[src/rtl/dual_input_debouncer.sv]
// Dual-channel switch debouncer.
// Each channel passes through a 2-FF synchronizer. A 4-state FSM with a
// qualification counter then accepts a level change only after the
// synchronized input has held the new level for CNT_MAX+1 consecutive
// samples. Outputs are a clean level (x_db) and a one-cycle tick on each
// accepted rising transition (x_tick).
//
// state | meaning
// ------+-----------------------------------------------------------
// ZERO  | accepted level 0, input agrees
// WAIT1 | accepted level 0, input high, counting toward acceptance
// ONE   | accepted level 1, input agrees
// WAIT0 | accepted level 1, input low, counting toward acceptance

module dual_input_debouncer #(
  parameter int CNT_MAX = 1_000_000,
  parameter int CW      = $clog2(CNT_MAX)
) (
  input  logic clk,
  input  logic reset,
  input  logic a_raw,
  input  logic b_raw,
  output logic a_db,
  output logic b_db,
  output logic a_tick,
  output logic b_tick
);

  typedef enum logic [1:0] {ZERO, WAIT1, ONE, WAIT0} state_t;

  localparam logic [CW-1:0] CNT_LAST = CW'(CNT_MAX - 1);

  // Channel 0 is A, channel 1 is B.
  logic [1:0]    w_raw;
  logic [1:0]    r_sync1;
  logic [1:0]    r_sync2;
  state_t        r_state [2];
  logic [CW-1:0] r_cnt   [2];
  logic [1:0]    r_db;
  logic [1:0]    r_tick;

  assign w_raw = {b_raw, a_raw};

  // Two-flop synchronizer for both raw inputs.
  always_ff @(posedge clk) begin
    if (reset) begin
      r_sync1 <= 2'b00;
      r_sync2 <= 2'b00;
    end else begin
      r_sync1 <= w_raw;
      r_sync2 <= r_sync1;
    end
  end

  // Per-channel debounce FSM with registered level and tick outputs.
  // The level only changes on the WAIT->stable transitions, so it is
  // updated alongside those state changes instead of being decoded.
  always_ff @(posedge clk) begin
    for (int ch = 0; ch < 2; ch++) begin
      if (reset) begin
        r_state[ch] <= ZERO;
        r_cnt[ch]   <= '0;
        r_db[ch]    <= 1'b0;
        r_tick[ch]  <= 1'b0;
      end else begin
        r_tick[ch] <= 1'b0;
        case (r_state[ch])
          ZERO: begin
            if (r_sync2[ch]) begin
              r_state[ch] <= WAIT1;
              r_cnt[ch]   <= '0;
            end
          end
          WAIT1: begin
            if (!r_sync2[ch]) begin
              r_state[ch] <= ZERO;
            end else if (r_cnt[ch] == CNT_LAST) begin
              r_state[ch] <= ONE;
              r_db[ch]    <= 1'b1;
              r_tick[ch]  <= 1'b1;
            end else begin
              r_cnt[ch] <= r_cnt[ch] + CW'(1);
            end
          end
          ONE: begin
            if (!r_sync2[ch]) begin
              r_state[ch] <= WAIT0;
              r_cnt[ch]   <= '0;
            end
          end
          WAIT0: begin
            if (r_sync2[ch]) begin
              r_state[ch] <= ONE;
            end else if (r_cnt[ch] == CNT_LAST) begin
              r_state[ch] <= ZERO;
              r_db[ch]    <= 1'b0;
            end else begin
              r_cnt[ch] <= r_cnt[ch] + CW'(1);
            end
          end
          default: begin
            r_state[ch] <= ZERO;
            r_cnt[ch]   <= '0;
            r_db[ch]    <= 1'b0;
          end
        endcase
      end
    end
  end

  assign a_db   = r_db[0];
  assign b_db   = r_db[1];
  assign a_tick = r_tick[0];
  assign b_tick = r_tick[1];

endmodule

[config.mk]
export PLATFORM = sky130hd
export DESIGN_NAME = dual_input_debouncer
export DESIGN_NICKNAME = d
export VERILOG_FILES = /design/src/rtl/dual_input_debouncer.sv
export SDC_FILE = /design/constraint.sdc
export NUM_CORES = 1
export LEC_CHECK = 0
export BUFFER_PORTS_ARGS = -buffer_cell sky130_fd_sc_hd__buf_2
export CORE_MARGIN = 3
export CORE_UTILIZATION = 50
export DETAILED_ROUTE_END_ITERATION = 10
export HOLD_SLACK_MARGIN = 0.03
export PLACE_DENSITY = 0.66
export SLEW_MARGIN = 40
export SYNTH_ARGS = -nofsm -noshare
export SYNTH_HDL_FRONTEND = slang
export SYNTH_SLANG_ARGS = --single-unit
export TNS_END_PERCENT = 50
[constraint.sdc]
create_clock -name clk -period 3.8 [get_ports clk]
set_input_delay 0.57 -clock clk [delete_from_list [all_inputs] [get_ports clk]]
set_output_delay 0.57 -clock clk [all_outputs]
set_load 0.01 [all_outputs]
; ---- Yosys cells after proc, flatten, opt, wreduce, memory -nomap -nowiden
; Memories as Yosys holds them, arrays and structs flattened.
; Cells that the tools add are included.
[classes]
add_sub_neg = 2
mul = 0
div = 0
magnitude_cmp = 0
n_eq_ne = 16
shift = 0
mux = 96
bitwise = 20
n_reduce_logical = 6
[ops]
columns = cell, n
row1 = $mux 20, 8
row2 = $mux 1, 74
row3 = $add 20x1->20 const B, 2
row4 = $eq 20x20->1 const B, 2
row5 = $mux 2, 12
row6 = $or 1x1->1, 20
row7 = $ne 2x2->1 const B, 8
row8 = $reduce_and 5->1, 2
row9 = $eq 2x2->1 const B, 4
row10 = $eq 2x1->1 const B, 2
row11 = $logic_not 2->1, 2
row12 = $pmux 1 s2, 2
row13 = $reduce_bool 2->1, 2
[word_totals]
reg_bits = 8
latch_bits = 0
mem_bits_rw = 44
mem_bits_ro = 0
output_inout_bits = 4
word_cells = 147
mem_count = 2
[mem_list]
columns = memory, words, word_bits, rd, rd_clocked_by_memory_dff, write_ports, line_no
row1 = r_cnt, 2, 20, 2, 0, 2, 38  ; logic [CW-1:0] r_cnt [2];
row2 = r_state, 2, 2, 2, 0, 2, 37  ; state_t r_state [2];

; ---- Logic depth before layout (Yosys ltp)
[logic_depth]
depth_word = 10
mapped_depth = 7
mapped_depth_nobuf = 5

; ---- Worst setup path before layout
; Ideal clock, no wire load.
[synth_path]
kind = reg2reg
startpoint = memory r_cnt[1][0] in the netlist's numbering
endpoint = memory r_cnt[1][0] in the netlist's numbering (enable)
arrival_ps = 1931
required_ps = 3405
path_slack_ps = 1475
path_stages_with_launch = 8
cell_sequence = edfxtp_1 -> ha_1 -> and4_1 -> buf_2 -> nand4_1 -> o211ai_1 -> clkbuf_1 -> nand2_1
[synth_lines]
columns = element, line_no
row1 = "start, declared", 38

==> impl_metrics.toml <==
[setup_path]
startpoint_type = "register"
crit_buf_inv = 0
timing.rr.end = "r_cnt[0][7]$_DFFE_PP_"
crit_path_top_delay_cell = "a21o_1"
rr_worst_depth = 4
arrival_ns = 2.45
crit_path_end_kind = "register"
path_max_fanout = 20
timing.critical_path.cells = "or4b_1 > nor4_4 > a21o_1 > nor2_1"
timing.rr.start = "r_cnt[0][13]$_DFFE_PP_"
r2r_slack_ns = 1.38
worst_path_largest_cell_delay_ns = 0.62
worst-setup-path-type = "register to register"
critPathTopFamily = "simple AND/OR/NAND/NOR gates"
worstPathRequired_ns = 3.83

[timing]
final.min_clock_period_ns = 2.421
layout_setup_ws_ns = 1.379
fin_tns_setup_ns = 0
worst_clock_skew_ns = 0.01058
worst_hold_slack_ns = 0.4515
rsz0062_at_grt = "false"
tightest_slew_ns = 0.6766
drv_slew = 0
post-route-period-util = 0.6372
max-slew-margin-rel = 0.5489
finalHoldViolations = 0
max_freq_mhz = 413.0
final-setup-viol-count = 0

[clock_tree]
cts_buffer_depth = 2
cts_buffers = 5
root_buffer = "clkbuf_8"
clk-insertion-delay-late_ns = 0.31
post_cts_buffers = 0
cts_max_level = 2
clk_pin_slew_worst_paths_ns = 0.10
cts_tree = "yes"
numClockSinks = 52
hold_buffers = 0
cts-resized-gates = 0

[cells_and_area]
final_layout_size_suffix_gt1_frac = 0.09253
final_cell_mix = "edfxtp_1 (44), nor2_1 (35), nand2_1 (20), nand3_1 (17), a21oi_1 (15)"
synthToLayoutAreaGrowth_pct = 8.779
fill_cells = 454
nets = 286
layout_commonest_cell = "edfxtp_1"
n_antenna_cell = 0

[flow_run]
cap_violations = 0

[synth]
syn_inst = 273
yosysUniqueCellTypes = 38
synth_fp_nets = 279
ys_ff_latch = 52
synth.cell_area_sq_um = 2808
avgSynthCellArea_sq_um = 10.28
yosysWarnings = 0
seq_area_frac_synth = 0.5276

[route]
remaining_drc_errors = 0
drtPass1Iterations = 4
drt-initial-drc-count = 110
routed_via_density = 5.624
wl_per_cell_um = 14.25
finalWirelength_um = 5003
via_count = 1974
final_antenna_net_count = 0

[pwr]
p_per_area_nw_per_um2 = 558.6
p_total_mw = 1.706
peakVddDrop_v = 0.0002179
power_leakage_nw = 1.000

[placement]
post-place-ws_ns = 1.384
dp_hpwl_um = 3376
io_buffers = 7
gp_congestion = 0.7203

[floorplanning]
rows = 26
chipHeight_um = 80.94
die_area_sq_um = 6550
io_pins = 8
core_area_sq_um = 5270
start_util = 0.5328
die_x_um = 80.94

[global_route]
grt_pass1_wl_um = 8949
grt-ovfl-total = 0
grt_max_degree = 21
antenna_found_initial = 0
grt_pass1_vias = 1935
grt_use_total = 0.1718

[worst_hold_path]
worstHoldStart = "r_sync1[0]$_SDFF_PP0_"
min_to = "r_sync2[0]$_SDFF_PP0_"
hold_class = "register to register"
hold_depth = 1

[status]
outcome = "complete, no violations"
==> power by group <==
| group | switching [mW] | leakage [nW] | total [mW] | internal [mW] |
|---|---|---|---|---|
| sequential | 0.164 | 0.536 | 0.954 | 0.789 |
| combinational | 0.172 | 0.389 | 0.287 | 0.115 |
| clock | 0.189 | 0.0747 | 0.466 | 0.276 |
| total | 0.525 | 1.00 | 1.71 | 1.18 |
==> registers in the layout, summed over array words and instances, names as in the netlist <==
| signal | count |
|---|---|
| r_cnt | 40 |
| r_state | 4 |
| r_db | 2 |
| r_sync1 | 2 |
| r_sync2 | 2 |
| r_tick | 2 |
==> worst register-to-register path: stages, from the launching register on <==
cell and delay (ns):
edfxtp_1 0.51, or4b_1 0.59, nor4_4 0.29, a21o_1 0.62, nor2_1 0.13
==> logic make-up after synthesis <==
logic type,count (synthesis),synth area share
xor+xnor,26,0.08111
buf+inv,19,0.02763
compound gates,41,0.08512
flops,52,0.5276
simple gates,133,0.2696
fa+ha+maj,2,0.008911
==> cell usage after synthesis (all sizes together) <==
cell    instances  area (sq um)
nand2          21         78.83
and4            4         35.03
dfxtp           8         160.2
a21o            2         15.01
nor2b           6         37.54
nor3            3         15.01
and2            3         18.77
o21ai          13         65.06
and3            4         25.02
nor4bb          2         20.02
inv            11         41.29
o211ai          3         22.52
ha              2         25.02
o31ai           4         30.03
nand3          18         102.6
nor4b           1         8.760
clkbuf          3         11.26
nand3b          1         7.510
o21a            1         7.510
a21oi          17         92.59
nand2b          1         6.260
buf             5         25.02
xnor2          13         113.9
nand4          11         90.08
or4b            1         10.01
edfxtp         44          1321
or4             8         67.56
xor2           13         113.9
nor2           35         131.4
or3             9         56.30
nor4            5         46.29
a31oi           1         6.260
==> cell type report <==
cell class,instances,area (sq um),area share
well taps,70,87.58,0.02868
clock buffers,7,118.9,0.03892
multi-input cells,202,1252,0.4101
inverters,11,41.29,0.01352
flip-flops and latches,52,1481,0.4850
clock inverters,1,30.03,0.009832
repair buffers,8,42.54,0.01393
==> per-stage QoR <==
| step | cells | utilization | instance area (sq um) |
|---|---|---|---|
| 5_1_grt | 351 | 0.5795 | 3054 |
| 3_3_place_gp | 343 | 0.5506 | 2902 |
| 6_report | 351 | 0.5795 | 3054 |
| 3_5_place_dp | 343 | 0.5506 | 2902 |
| 2_1_floorplan | 273 | - | 2808 |
| 4_1_cts | 351 | 0.5788 | 3050 |
==> per-layer routing <==
layer / vias to the layer above / wire length, um / global-route usage
met3: 4 / 184 / 0.03659
met5: - / 0 / 0
met1: 925 / 2647 / 0.2512
met2: 31 / 2137 / 0.2562
met4: 0 / 34 / 0.05068
li1: 1014 / - / -
==> worst max path at each step <==
| stage | start | cells after the start | end |
|---|---|---|---|
| after floorplan | r_cnt[1][0]$_SDFFCE_PN0P_ | 7 | r_cnt[1][0]$_SDFFCE_PN0P_ |
| after global placement | r_cnt[0][13]$_DFFE_PP_ | 4 | r_cnt[0][2]$_DFFE_PP_ |
| after detailed placement | r_cnt[0][13]$_DFFE_PP_ | 4 | r_cnt[0][2]$_DFFE_PP_ |
| after CTS | r_cnt[0][13]$_DFFE_PP_ | 4 | r_cnt[0][2]$_DFFE_PP_ |
| after global routing | r_cnt[0][13]$_DFFE_PP_ | 4 | r_cnt[0][2]$_DFFE_PP_ |
| final | r_cnt[0][13]$_DFFE_PP_ | 4 | r_cnt[0][7]$_DFFE_PP_ |
Note: power is estimated with default switching activity, not from simulation.
